$ cat src/rtl/writeback_arbiter_pkg.sv
// Shared core definitions for the writeback path: register-file geometry and
// result-source encoding.
package writeback_arbiter_pkg;

    localparam int REG_IDX_W = 5;
    localparam int REG_COUNT = 32;

    typedef logic [REG_IDX_W-1:0] reg_idx_t;

    typedef enum logic {
        SRC_ALU = 1'b0,
        SRC_LSU = 1'b1
    } src_sel_e;

endpackage

$ cat src/rtl/writeback_arbiter_scoreboard.sv
// Pending-destination scoreboard: one bit per architectural register, set at
// issue, cleared on register-file write, with combinational busy queries.
module wb_scoreboard
    import writeback_arbiter_pkg::*;
(
    input  logic     clk,
    input  logic     rst_n,
    input  logic     issue_valid,
    input  reg_idx_t issue_dst,
    input  logic     flush,
    input  logic     clr_valid,
    input  reg_idx_t clr_dst,
    input  reg_idx_t ia,
    input  reg_idx_t ib,
    output logic     busy_a,
    output logic     busy_b
);

    logic [REG_COUNT-1:0] pending_q;
    logic [REG_COUNT-1:0] pending_d;
    logic [REG_COUNT-1:0] set_mask;
    logic [REG_COUNT-1:0] clr_mask;

    always_comb begin
        set_mask = '0;
        clr_mask = '0;
        if (issue_valid && issue_dst != '0) begin
            set_mask = REG_COUNT'(1) << issue_dst;
        end
        if (clr_valid) begin
            clr_mask = REG_COUNT'(1) << clr_dst;
        end
        // Set is OR-ed in last so it wins over both a clear and a flush.
        if (flush) begin
            pending_d = set_mask;
        end else begin
            pending_d = (pending_q & ~clr_mask) | set_mask;
        end
        pending_d[0] = 1'b0;
    end

    always_ff @(posedge clk) begin
        if (!rst_n) begin
            pending_q <= '0;
        end else begin
            pending_q <= pending_d;
        end
    end

    always_comb begin
        busy_a = (ia != '0) && pending_q[ia];
        busy_b = (ib != '0) && pending_q[ib];
    end

endmodule

$ cat src/rtl/writeback_arbiter.sv
// Two-source writeback arbiter (LSU priority with ALU starvation guard) driving
// a registered register-file write port and a pending-destination scoreboard.
module writeback_arbiter
    import writeback_arbiter_pkg::*;
#(
    parameter int XLEN         = 32,
    parameter int STARVE_LIMIT = 3
) (
    input  logic                 clk,
    input  logic                 rst_n,
    input  logic                 aluValid,
    input  logic [REG_IDX_W-1:0] aluDst,
    input  logic [XLEN-1:0]      aluData,
    output logic                 aluReady,
    input  logic                 lsuValid,
    input  logic [REG_IDX_W-1:0] lsuDst,
    input  logic [XLEN-1:0]      lsuData,
    output logic                 lsuReady,
    output logic [REG_IDX_W-1:0] dst,
    output logic [XLEN-1:0]      dataIn,
    output logic                 writeEnable,
    input  logic                 issueValid,
    input  logic [REG_IDX_W-1:0] issueDst,
    input  logic                 flush,
    input  logic [REG_IDX_W-1:0] ia,
    input  logic [REG_IDX_W-1:0] ib,
    output logic                 busyA,
    output logic                 busyB
);

    localparam int CNT_W = (STARVE_LIMIT < 1) ? 1 : $clog2(STARVE_LIMIT + 1);
    localparam logic [CNT_W-1:0] STARVE_MAX = CNT_W'(STARVE_LIMIT);

    logic [CNT_W-1:0]     starve_q, starve_d;
    logic                 we_q, we_d;
    reg_idx_t             dst_q, dst_d;
    logic [XLEN-1:0]      data_q, data_d;
    logic                 grant_alu, grant_lsu, xfer;
    src_sel_e             sel;
    reg_idx_t             acc_dst;
    logic [XLEN-1:0]      acc_data;

    always_comb begin
        grant_alu = 1'b0;
        grant_lsu = 1'b0;
        if (rst_n) begin
            if (aluValid && lsuValid) begin
                if (starve_q == STARVE_MAX) begin
                    grant_alu = 1'b1;
                end else begin
                    grant_lsu = 1'b1;
                end
            end else begin
                grant_alu = aluValid;
                grant_lsu = lsuValid;
            end
        end
        xfer = grant_alu | grant_lsu;
        sel  = grant_alu ? SRC_ALU : SRC_LSU;
    end

    always_comb begin
        starve_d = '0;
        if (aluValid && !grant_alu) begin
            starve_d = (starve_q == STARVE_MAX) ? starve_q : starve_q + CNT_W'(1);
        end
    end

    always_comb begin
        acc_dst  = (sel == SRC_ALU) ? aluDst  : lsuDst;
        acc_data = (sel == SRC_ALU) ? aluData : lsuData;
        we_d     = xfer && (acc_dst != '0);
        dst_d    = xfer ? acc_dst  : dst_q;
        data_d   = xfer ? acc_data : data_q;
    end

    always_ff @(posedge clk) begin
        if (!rst_n) begin
            starve_q <= '0;
            we_q     <= 1'b0;
            dst_q    <= '0;
            data_q   <= '0;
        end else begin
            starve_q <= starve_d;
            we_q     <= we_d;
            dst_q    <= dst_d;
            data_q   <= data_d;
        end
    end

    assign aluReady    = grant_alu;
    assign lsuReady    = grant_lsu;
    assign writeEnable = we_q;
    assign dst         = dst_q;
    assign dataIn      = data_q;

    wb_scoreboard u_scoreboard (
        .clk         (clk),
        .rst_n       (rst_n),
        .issue_valid (issueValid),
        .issue_dst   (issueDst),
        .flush       (flush),
        .clr_valid   (we_q),
        .clr_dst     (dst_q),
        .ia          (ia),
        .ib          (ib),
        .busy_a      (busyA),
        .busy_b      (busyB)
    );

endmodule

$ cat config.mk
export PLATFORM = sky130hd
export DESIGN_NAME = writeback_arbiter
export DESIGN_NICKNAME = d
export VERILOG_FILES = /design/src/rtl/writeback_arbiter_pkg.sv /design/src/rtl/writeback_arbiter_scoreboard.sv /design/src/rtl/writeback_arbiter.sv
export SDC_FILE = /design/constraint.sdc
export NUM_CORES = 1
export LEC_CHECK = 0
export ABC_AREA = 1
export BUFFER_PORTS_ARGS = -buffer_cell sky130_fd_sc_hd__buf_2
export CORE_UTILIZATION = 40
export CTS_BUF_LIST = sky130_fd_sc_hd__clkbuf_4 sky130_fd_sc_hd__clkbuf_8
export CTS_CLUSTER_DIAMETER = 200
export DETAILED_ROUTE_END_ITERATION = 6
export HOLD_SLACK_MARGIN = 0.03
export PLACE_DENSITY_LB_ADDON = 0.12
export RECOVER_POWER = 50
export SYNTH_ARGS = -nofsm -noshare
export SYNTH_HDL_FRONTEND = slang
export SYNTH_SLANG_ARGS = --single-unit
$ cat constraint.sdc
create_clock -name clk -period 1.4 [get_ports clk]
set_input_delay 0.07 -clock clk [delete_from_list [all_inputs] [get_ports clk]]
set_output_delay 0.07 -clock clk [all_outputs]
set_load 0.02 [all_outputs]
Word level (Yosys, flattened, before mapping)
Index checks and enable logic that the tools add are counted.
Widths: inputs -> output; s select.
{"block": "totals", "reg_bits": 72, "latch_bits": 0, "ramBits": 0, "rom_bits": 0, "inputBits": 95, "output_inout_bits": 42, "wordCells": 43, "n_memories": 0}
{"block": "op_classes", "n_addsub": 1, "multipliers": 0, "div_mod_pow": 0, "order_cmp": 2, "eq_ne": 1, "shifts": 2, "muxes": 15, "bitwise": 4, "n_reduce_logical": 12}
{"op": "$mux 32", "n": 4}
{"op": "$shl 1x5->32 const A", "n": 2}
{"op": "$and 32x32->32", "n": 1}
{"op": "$not 32->32", "n": 1}
{"op": "$or 32x32->32", "n": 1}
{"op": "$reduce_bool 5->1", "n": 4}
{"op": "$lt 5x6->1 const B", "n": 2}
{"op": "$bmux 1 s5", "n": 2}
{"op": "$mux 1", "n": 8}
{"op": "$logic_and 1x1->1", "n": 6}
{"op": "$mux 5", "n": 1}
{"op": "$add 2x1->2 const B", "n": 1}
{"op": "$eq 2x2->1 const B", "n": 1}
{"op": "$reduce_and 2->1", "n": 1}
{"op": "$logic_not 1->1", "n": 1}
{"op": "$or 1x1->1", "n": 1}

Longest topological paths before layout
Gate-level depths: netlist (run 1).
{"block": "logic_depth", "depth_word": 7, "depth_mapped": 12, "depth_no_buf": 11}

Modules after synthesis
From an unflattened synthesis (run 1), not the netlist that was laid out.
{"block": "hier_totals", "cells_unflattened": 647, "hier_area_um2": 4131.5}
{"module": "wb_scoreboard", "n_inst": 1, "cells_each": 397, "area_per_inst_um2": 2292.2, "seq_area_each_um2": 620.6}
{"module": "writeback_arbiter", "n_inst": 1, "cells_each": 250, "area_per_inst_um2": 1839.3, "seq_area_each_um2": 800.8}

Least setup slack after synthesis (run 1)
OpenSTA, ideal clock, no wires.
{"block": "synth_timing", "kind": "register to register", "from": "register starve_q[0]", "to": "register dst_q[3], in the netlist dst[3]", "setup_ps": 111, "arrival_time_ps": 1336, "required_time_ps": 1289, "setup_slack_ps": -47, "path_stages_with_launch": 11, "n_path_buf": 1, "synth_period_minus_slack_ps": 1447, "cell_sequence": "dfxtp_1 > ha_1 > inv_1 > nand3_2 > nand3_2 > inv_4 > nor2_8 > buf_6 > nand2_1 > nand3_1 > inv_1"}
{"block": "synth_via", "elab_chain_cells": 5, "elab_cells_between_ends": 9, "classes_between": "1 x eq/ne; 7 x mux; 1 x bitwise"}
{"element": "start, declared", "line_no": "writeback_arbiter.sv:34", "text": "logic [CNT_W-1:0] starve_q, starve_d;"}
{"element": "start signal, assigned", "line_no": "writeback_arbiter.sv:84", "text": "starve_q <= starve_d;"}
{"element": "$eq 2x2->1 *", "line_no": "writeback_arbiter.sv:48", "text": "if (starve_q == STARVE_MAX) begin"}
{"element": "$mux 1", "line_no": "writeback_arbiter.sv:48"}
{"element": "$mux 1", "line_no": "writeback_arbiter.sv:47", "text": "if (aluValid && lsuValid) begin"}
{"element": "$mux 1", "line_no": "writeback_arbiter.sv:46", "text": "if (rst_n) begin"}
{"element": "$mux 5 / $or 1x1->1 (equally long branches)", "line_no": "writeback_arbiter.sv:70, writeback_arbiter.sv:58"}
{"element": "end signal, assigned", "line_no": "writeback_arbiter.sv:86", "text": "dst_q <= dst_d;"}
{"element": "end, declared", "line_no": "writeback_arbiter.sv:36", "text": "reg_idx_t dst_q, dst_d;"}
Every way passes the cells marked *; elsewhere a longest branch is shown, timed or not.
A chain may end at the register's enable or synchronous reset.

Worst setup path in the final report (run 1)
{"block": "layout_timing", "from": "register starve_q[1]", "to": "register data_q[15], in the netlist dataIn[15]"}
{"block": "layout_via", "elab_chain_cells": 5, "elab_cells_between_ends": 9, "classes_between": "1 x eq/ne; 7 x mux; 1 x bitwise"}
{"element": "$eq 2x2->1 *", "line_no": "writeback_arbiter.sv:48"}
{"element": "$mux 1", "line_no": "writeback_arbiter.sv:48"}
{"element": "$mux 1", "line_no": "writeback_arbiter.sv:47"}
{"element": "$mux 1", "line_no": "writeback_arbiter.sv:46"}
{"element": "$mux 32 / $or 1x1->1 (equally long branches)", "line_no": "writeback_arbiter.sv:71, writeback_arbiter.sv:58"}
{"element": "end signal, assigned", "line_no": "writeback_arbiter.sv:87", "text": "data_q <= data_d;"}
{"element": "end, declared", "line_no": "writeback_arbiter.sv:37", "text": "logic [XLEN-1:0] data_q, data_d;"}
Marks and branches as above.

==> metrics.csv, run 1 <==
metric;value;unit
status;complete, but fails checks;
failing checks;negative setup slack;
vias in the first global route;5304;
crit path max fanout;8;
most common cell after layout, fill and taps aside;nand2_1;
Antenna Nets Post-Route;0;
cells on worst reg2reg path;13;
Syn Area/Cell;5.88;sq um
row count;37;
critical path launch point type;register;
DR iter-0 viols;366;
Synth cell types;27;
Synth Net Count;809;
post-DR vias/cell;5.02;
switching portion of total power;0.297;
Die Width;104;microns
final hold vios;0;
Final nets;1031;
Clock Sinks;71;
gr usage total;0.284;
htree depth;3;
Data arrival, critical path;1.92;ns
worst slew pin tran;0.473;ns
final hold slack;0.0458;ns
Reg power frac;0.397;
Area growth syn-to-layout;56.4;%
clk_lat worst skew;0.35;ns
fin crit share;1.16;
most frequent cells in the layout;272 x nand2_1, 98 x buf_2, 86 x inv_1;
peak supply drop;0.460;mV
Synth Warn #;0;
core area;0.0102;sq mm
CP endpoint kind;register;
DRC;0;
Layout Cells excl Fill;1076;
IO Pins;137;
total wire length;15.6;mm
Hold Crit Depth;5;
DR pass1 iterations;5;
delay of the slowest cell on the worst path;0.34;ns
Worst R2R Start;starve_q[1]$_SDFFE_PN0P_;
P_int;3.87;mW
Combinational Power Share;0.253;
hold path startpoint;aluData[10];
initial core utilization;0.410;
Synth Register Bits;71;
DR vias;5405;
Post-Synth XOR/XNOR Area;0;
switching pwr;1.64;mW
TritonCTS Buffers;9;
main combinational cell family by area after synthesis;simple AND/OR/NAND/NOR gates;
mux cell area share after synthesis;0;
I/O Buffers;136;
Synth Area in Compound Gates;0.0603;
Mapped Cells;713;
minimum clock period;1.63;ns
CP required;1.70;ns
gp weighted congestion;0.919;
FF-to-FF End;dataIn[15]$_SDFFE_PN0P_;
placed insts;978;
Cell Area, Synth;0.00419;sq mm
Worst path slowest cell;dfxtp_2;
power density over the cells;840;mW/mm^2
CTS tree;done;
worst hold path class;primary input to register;
global-route wire length before repair;24.9;mm
initial antenna violation count;0;
max_slew headroom;0.685;
worst clock skew;0.0105;ns
fraction of the mapped netlist area in simple logic gates;0.462;
Clock Tree Buf Depth;2;
kind of critical path;register to register;
RSZ-0062 raised after global routing;yes;
leakage power;3.39;nW
adder-cell share of the synthesized area;0.00298;
Final WS setup;-0.227;ns
CTS clk-pin slew, worst paths;0.08;ns
setup violators final;39;
WL/cell;14.5;microns
final slew viol count;0;
MaxCap Viol Count;0;
layout cell share with drive strength beyond 1;0.295;
Post-DP HPWL;9.32;mm
sequential area share after synthesis;0.339;
DIE HEIGHT;104;microns
Clk pwr share;0.349;
ANT cells;0;
pin count of the biggest net entering global routing;42;
die area;0.0109;sq mm
Cell Chain, Critical Path;ha_4 -> inv_4 -> nand3_4 -> nand3_4 -> inv_6 -> buf_6 -> nor2_8 -> buf_6 -> buf_8 -> nand2_1 -> nand3_1 -> nand2_1 -> inv_1;
max frequency;614;MHz
Worst R2R Setup Slack;-0.23;ns
CTS Root Cell;clkbuf_8;
end of the worst hold path;dataIn[10]$_SDFFE_PN0P_;
grt total ovfl;0;
[cell type report]
cell class	count	area, sq um
repair buffers	244	1830
well taps	136	170
clock buffers	13	166
flip-flops and latches	71	1460
multi-input cells	507	2480
clock inverters	3	65.1
inverters	102	390
fillers	897	3670
[kinds of logic after synthesis]
family / Yosys count
flops: 71
fa+ha+maj: 1
simple gates: 461
buf+inv: 135
compound gates: 45
[synthesized netlist by cell type]
| master | n | area (sq um) |
|---|---|---|
| clkinv_1 | 1 | 3.75 |
| nand2_2 | 7 | 43.8 |
| a21boi_0 | 1 | 7.51 |
| a21oi_1 | 32 | 160 |
| o211ai_1 | 9 | 67.6 |
| nor2_1 | 29 | 109 |
| a211oi_1 | 1 | 7.51 |
| nand3_1 | 109 | 546 |
| dfxtp_1 | 71 | 1420 |
| nor4_1 | 3 | 18.8 |
| nor2_8 | 1 | 20.0 |
| inv_4 | 1 | 6.26 |
| nand3b_1 | 1 | 7.51 |
| ha_1 | 1 | 12.5 |
| buf_2 | 12 | 60.1 |
| nand4_1 | 2 | 12.5 |
| buf_6 | 5 | 56.3 |
| nand3_2 | 2 | 20.0 |
| buf_1 | 4 | 15.0 |
| nor3_1 | 4 | 20.0 |
| inv_1 | 100 | 375 |
| buf_4 | 2 | 15.0 |
| o21ai_0 | 2 | 10.0 |
| clkbuf_2 | 1 | 5.00 |
| clkbuf_1 | 9 | 33.8 |
| and3_1 | 1 | 6.26 |
| nand2_1 | 302 | 1130 |
[registers in the layout (all words and copies together) (netlist names)]
signal	cells
dst	5
dataIn	32
starve_q	2
writeEnable	1
u_scoreboard.pending_q	31
[stage by stage]
| stage | TNS [ns] | total power, mW | util | cell area [sq um] | worst slack [ns] |
|---|---|---|---|---|---|
| after floorplan | 0 | 2.83 | - | 4210 | 0.0111 |
| final | -6.51 | 5.51 | 0.641 | 6560 | -0.227 |
| after detailed placement | -2.23 | 3.26 | 0.505 | 5160 | -0.0975 |
| after CTS | -5.91 | 5.47 | 0.627 | 6420 | -0.176 |
| after global placement | -0.913 | 3.25 | 0.505 | 5160 | -0.0423 |
| after global routing | -10.36 | 5.76 | 0.641 | 6560 | -0.329 |
[power groups by stage]
stage / Combinational (mW) / Clock [mW] / Sequential, mW
6_report: 1.40 / 1.92 / 2.19
5_1_grt: 1.51 / 2.05 / 2.20
4_1_cts: 1.33 / 1.96 / 2.18
3_5_place_dp: 1.05 / 0 / 2.21
3_3_place_gp: 1.03 / 0 / 2.21
2_1_floorplan: 0.529 / 0 / 2.30
[worst max-delay path by stage]
stage | startpoint | end | slack, ns
after floorplan | starve_q[1]$_SDFFE_PN0P_ | dst[3]$_SDFFE_PN0P_ | 0.01
after global placement | starve_q[1]$_SDFFE_PN0P_ | dataIn[10]$_SDFFE_PN0P_ | -0.04
after detailed placement | starve_q[1]$_SDFFE_PN0P_ | dataIn[27]$_SDFFE_PN0P_ | -0.1
after CTS | starve_q[0]$_SDFFE_PN0P_ | dataIn[11]$_SDFFE_PN0P_ | -0.18
after global routing | starve_q[1]$_SDFFE_PN0P_ | dataIn[15]$_SDFFE_PN0P_ | -0.33
final | starve_q[1]$_SDFFE_PN0P_ | dataIn[15]$_SDFFE_PN0P_ | -0.23
[metal layers]
| metal | up-vias | GRT usage | share of wire |
|---|---|---|---|
| li1 | 2649 | - | - |
| met1 | 2479 | 0.338 | 0.41 |
| met2 | 233 | 0.484 | 0.49 |
| met3 | 44 | 0.0589 | 0.068 |
| met4 | 0 | 0.140 | 0.034 |
| met5 | - | 0 | 0 |
[worst max-delay path, delay by kind of cell (launching register included)]
kind / cells / cell delay, ns
buffers and inverters: 6 / 0.55
and+or+nand+nor: 6 / 0.51
DFF: 1 / 0.34
adders and majority gates: 1 / 0.17
[repair_timing]
| action | CTS | global route |
|---|---|---|
| hold buffers | 62 | 0 |
| setup endpoints to repair | 42 | 51 |
| resized for setup | 78 | 58 |
| gates cloned | 4 | 1 |
| pin swaps | 15 | 21 |
| setup buffers | 10 | 8 |
| hold endpoints to repair | 32 | 0 |
(Power assumes the default switching activity.)
==> run 2, diff against run 1 <==
- TNS_END_PERCENT: not set -> 10
==> run 2 against run 1 <==
The flow still finishes with violations (negative setup slack). Wire length down 4.1%. Sequential share of layout area up 0.61 points. Via count about the same. Die area unchanged. Power down 1.3%. Maximum frequency up 0.65%. Global-route usage down 0.56 points. Clock-buffer cell count unchanged. Critical path type unchanged. Critical endpoint is now dataIn[13]$_SDFFE_PN0P_. Highest routed layer unchanged.
==> metrics.csv, run 2 (synthesis gave the netlist of run 1 again) <==
metric;value;unit
Final nets;1025;
pin count of the biggest net entering global routing;42;
DR iter-0 viols;297;
I/O Buffers;136;
Final Util;0.622;
TritonCTS Buffers;9;
DIE HEIGHT;104;microns
most frequent cells in the layout;294 x nand2_1, 98 x buf_2, 94 x inv_1, 94 x nand3_1, 62 x dlygate4sd3_1;
setup violators final;39;
worst hold path class;primary input to register;
peak supply drop;0.546;mV
Antenna Nets Post-Route;0;
core area;0.0102;sq mm
final slew viol count;0;
Worst path slowest cell;dfxtp_2;
minimum clock period;1.62;ns
Largest register FFs;32;
layout cell share with drive strength beyond 1;0.242;
CTS Root Cell;clkbuf_8;
gr usage total;0.279;
Clock Sinks;71;
CTS clk-pin slew, worst paths;0.08;ns
kind of critical path;register to register;
power density over the cells;854;mW/mm^2
max frequency;618;MHz
gp weighted congestion;0.919;
DRC;0;
crit path max fanout;8;
CP endpoint kind;register;
final hold slack;0.0381;ns
delay of the slowest cell on the worst path;0.34;ns
total wire length;15.0;mm
initial core utilization;0.410;
CTS tree;done;
htree depth;3;
global-route wire length before repair;24.5;mm
design area;0.00636;sq mm
die area;0.0109;sq mm
Cell Chain, Critical Path;ha_4 -> inv_4 -> nand3_4 -> nand3_4 -> inv_6 -> buf_6 -> nor2_8 -> buf_6 -> buf_8 -> nand2_1 -> nand3_1 -> nand2_1 -> inv_1;
critical path launch point type;register;
DP Area;0.00516;sq mm
grt total ovfl;0;
Data arrival, critical path;1.91;ns
DR vias;5404;
vias in the first global route;5322;
Final WS setup;-0.217;ns
MaxCap Viol Count;0;
fin crit share;1.15;
Clock Tree Buf Depth;2;
CP required;1.69;ns
max_slew headroom;0.697;
leakage power;3.29;nW
clk_lat worst skew;0.34;ns
Post-DP HPWL;9.32;mm
RSZ-0062 raised after global routing;yes;
DR pass1 iterations;5;
ANT cells;0;
final hold vios;0;
initial antenna violation count;0;
post-DR vias/cell;5.05;
status;complete, but fails checks;
worst slew pin tran;0.455;ns
IO Pins;137;
fillers;936;
failing checks;negative setup slack;
most common cell after layout, fill and taps aside;nand2_1;
WL/cell;14.0;microns
worst clock skew;0.0102;ns
row count;37;
Die Width;104;microns
Area growth syn-to-layout;51.7;%
## run 2: cell types whose count changed in the layout (fill, tap and decap cells not counted), sizes merged
cell,previous run,this run
clkbuf,48,47
buf,146,141
## run 2: path summary, 6_finish.rpt
path,startpoint,cells past startpoint,slack [ns],to
max,starve_q[1]$_SDFFE_PN0P_,13,-0.22,dataIn[13]$_SDFFE_PN0P_
min,aluData[10],5,0.04,dataIn[10]$_SDFFE_PN0P_
min reg2reg,starve_q[0]$_SDFFE_PN0P_,1,0.43,starve_q[0]$_SDFFE_PN0P_
max reg2reg,starve_q[1]$_SDFFE_PN0P_,13,-0.22,dataIn[13]$_SDFFE_PN0P_
## run 2: layout make-up
type | instances | area [sq um] | area share
timing repair buffer | 238 | 1770 | 0.279
tap | 136 | 170 | 0.0267
clock buffer | 13 | 166 | 0.0262
clock inverter | 3 | 65.1 | 0.0102
sequential | 71 | 1450 | 0.228
inverter | 102 | 390 | 0.0614
multi-input combinational | 507 | 2340 | 0.369
## run 2: timing repair
action / 4_1_cts / 5_1_grt
pin swaps: 5 / 3
hold endpoints to repair: 32 / 0
setup endpoints to repair: 42 / 51
setup buffers: 9 / 2
gates cloned: 4 / 0
hold buffers: 62 / 0
resized for setup: 60 / 21
## run 2: metrics by stage
step	setup TNS (ns)	setup WS (ns)	instances	power [mW]
after CTS	-5.64	-0.177	1069	5.44
after detailed placement	-2.23	-0.0975	978	3.26
after floorplan	0	0.0111	713	2.83
after global routing	-10.27	-0.305	1070	5.69
after global placement	-0.913	-0.0423	978	3.25
final	-5.96	-0.217	1070	5.44
## run 2: per-layer routing
layer | wire [microns] | global-route usage | vias to the layer above | share of wire
met5 | 0 | 0 | - | 0
met2 | 7190 | 0.475 | 224 | 0.48
met4 | 471 | 0.135 | 0 | 0.031
li1 | - | - | 2634 | -
met3 | 1160 | 0.0576 | 40 | 0.077
met1 | 6160 | 0.332 | 2506 | 0.41
## run 2: worst max-delay path, delay by kind of cell, from the launching register on
family | cells | cell delay, ns
adder cells (fa/ha/maj) | 1 | 0.17
AND/OR/NAND/NOR | 6 | 0.50
flip-flops | 1 | 0.34
buffers and inverters | 6 | 0.56
## run 2: power by group
part,switching (mW),internal [mW],leakage [nW]
registers,0.0746,2.11,0.591
clock network,0.782,1.14,0.120
logic,0.735,0.597,2.57
total,1.59,3.84,3.29
==> run 3, diff against run 2 <==
- ABC_AREA: 1 -> 0
- HOLD_SLACK_MARGIN: 0.03 -> not set
==> run 3 against run 2 <==
Flip-flop and latch count stayed put. Synthesized cell count fell by 35%. Sequential share of layout area rose by 3.1 points. Global-route usage fell by 2.8 points. The flow still finishes with violations (negative setup slack). Sequential power about the same.
==> metrics.csv, run 3 <==
metric;value;unit
most frequent cells in the layout;100 x buf_2, 61 x dfxtp_1, 56 x nand2_1;
Post-Synth XOR/XNOR Area;0;
ANT cells;0;
Top Metal Used;met4;
DIE HEIGHT;101;microns
Die Width;101;microns
adder-cell share of the synthesized area;0.00319;
failing checks;negative setup slack;
fin crit share;1.24;
Mapped Cells;463;
most common cell after layout, fill and taps aside;buf_2;
Clock Sinks;71;
initial antenna violation count;0;
layout cell share with drive strength beyond 1;0.294;
Clock Tree Buf Depth;2;
Worst R2R Setup Slack;-0.31;ns
die area;0.0102;sq mm
IO Pins;137;
RSZ-0062 raised after global routing;yes;
main combinational cell family by area after synthesis;compound AO/OA/AOI/OAI gates;
Synth Register Bits;71;
row count;35;
TritonCTS Buffers;9;
status;complete, but fails checks;
Synth Net Count;559;
peak supply drop;0.530;mV
final hold vios;0;
minimum clock period;1.74;ns
Layout Cells excl Fill;778;
Post-synth ARST share;0;
Syn Area/Cell;8.48;sq um
gp weighted congestion;0.850;
Synth top area share;0.362;
DR vias;4169;
global-route wire length before repair;19.7;mm
setup violators final;41;
Data arrival, critical path;1.67;ns
htree depth;3;
CTS Root Cell;clkbuf_8;
sequential area share after synthesis;0.362;
leakage power;2.29;nW
Post-DP HPWL;8.71;mm
final slew viol count;0;
Largest register FFs;32;
Post-synth EDFFs;0;
kind of critical path;register to primary output;
Final WS setup;-0.336;ns
CP required;1.33;ns
total wire length;12.7;mm
core area;0.00937;sq mm
delay of the slowest cell on the worst path;0.46;ns
grt total ovfl;0;
DP Area;0.00489;sq mm
cells on worst reg2reg path;9;
WL met1;5.36;mm
worst hold path class;primary input to register;
I/O Buffers;136;
Synth cell types;42;
CP endpoint kind;primary output;
post-DR vias/cell;5.36;
max_slew headroom;0.678;
worst slew pin tran;0.484;ns
Final Util;0.591;
CTS tree;done;
critical path launch point type;register;
clk_lat worst skew;0.34;ns
end of the worst hold path;dataIn[11]$_SDFFE_PN0P_;
max frequency;576;MHz
design area;0.00554;sq mm
worst clock skew;0.0102;ns
DR iter-0 viols;186;
pin count of the biggest net entering global routing;41;
fraction of the mapped netlist area in simple logic gates;0.242;
vias in the first global route;4089;
Main synth FF type;dfxtp_1;
Synth area leader;dfxtp_1;
top-count cell post-synth;dfxtp_1;
Post-synth top cells;71 x dfxtp_1, 57 x nand2_1, 34 x nor2b_1, 32 x a22oi_1, 30 x a21boi_1;
Cell Area, Synth;0.00393;sq mm
routed wl met3;657;microns
DR pass1 iterations;4;
largest cells by area after synthesis;dfxtp_1 36%, a22oi_1 6.1%, mux2i_1 5.9%;
crit path max fanout;3;
placed insts;728;
WL/cell;16.4;microns
met2 routed WL;6.39;mm
setup TNS;-9.99;ns
Worst path slowest cell;mux4_2;
power density over the cells;880;mW/mm^2
MaxCap Viol Count;0;
Area growth syn-to-layout;41.1;%
initial core utilization;0.419;
CTS clk-pin slew, worst paths;0.08;ns
mux cell area share after synthesis;0.0758;
gr usage total;0.251;
Synth Warn #;0;
Hold Crit Depth;3;
Cell Chain, Critical Path;mux4_2 -> inv_1 -> a2111oi_1 -> a41oi_1 -> nand3_1 -> buf_2;
Synth Area in Compound Gates;0.271;
Final nets;740;
Worst R2R Start;starve_q[0]$_SDFFE_PN0P_;
FF-to-FF End;dataIn[2]$_SDFFE_PN0P_;
Antenna Nets Post-Route;0;
DRC;0;
hold path startpoint;lsuData[11];
-- run 3: power by group --
group          switching [mW]  internal (mW)  leakage (nW)  total (mW)
clock                   0.804          0.863        0.0981        1.67
combinational           0.555          0.483          1.61        1.04
sequential             0.0637           2.11         0.584        2.17
total                    1.42           3.45          2.29        4.87
-- run 3: layout make-up --
type | count | area (sq um)
Inverter | 3 | 11.3
Tap cell | 129 | 161
Multi-Input combinational cell | 357 | 2410
Fill cell | 889 | 3830
Clock buffer | 10 | 138
Timing Repair Buffer | 202 | 1330
Sequential cell | 71 | 1430
Clock inverter | 6 | 60.1
-- run 3: cells by family after synthesis --
family	Yosys count
and+or+nand+nor	176
AOI/OAI and AO/OA	153
DFF	71
buffers and inverters	35
muxes	27
adders and majority gates	1
-- run 3: worst max path at each step --
stage                                          from                                    end
6_report       u_scoreboard.pending_q[7]$_SDFF_PN0_                                  busyB
5_1_grt        u_scoreboard.pending_q[7]$_SDFF_PN0_                                  busyB
4_1_cts        u_scoreboard.pending_q[7]$_SDFF_PN0_                                  busyB
3_5_place_dp               starve_q[1]$_SDFFE_PN0P_                 dataIn[2]$_SDFFE_PN0P_
3_3_place_gp                                  ia[0]                                  busyA
2_1_floorplan                   dst[1]$_SDFFE_PN0P_  u_scoreboard.pending_q[26]$_SDFF_PN0_
-- run 3: timing repair --
action	in CTS	in global routing
endpoints found under the hold margin	23	0
endpoints found under the setup margin	42	49
pin swaps	11	25
hold buffers	27	0
setup buffers	4	1
resized for setup	29	22
cloned	1	2
-- run 3: worst max-delay path, delay by kind of cell, from the launching register on --
kind,cells,cell delay (ns)
AO/OA/AOI/OAI,2,0.24
buffers and inverters,2,0.23
flip-flops,1,0.33
multiplexers,1,0.46
AND/OR/NAND/NOR,1,0.08
-- run 3: routing by layer --
layer / track usage / up-vias
met3: 0.0562 / 25
met5: 0 / -
li1: - / 2045
met2: 0.445 / 142
met4: 0.101 / 0
met1: 0.291 / 1957
-- run 3: per-stage QoR --
| step | power (mW) | setup slack [ns] | hold WS [ns] |
|---|---|---|---|
| 3_3_place_gp | 3.10 | -0.0901 | 0.332 |
| 3_5_place_dp | 3.12 | -0.0878 | 0.328 |
| 4_1_cts | 4.88 | -0.371 | 0.000649 |
| 5_1_grt | 5.12 | -0.425 | 0.0241 |
| 6_report | 4.87 | -0.336 | 0.0248 |
| 2_1_floorplan | 2.73 | -0.0168 | 0.206 |
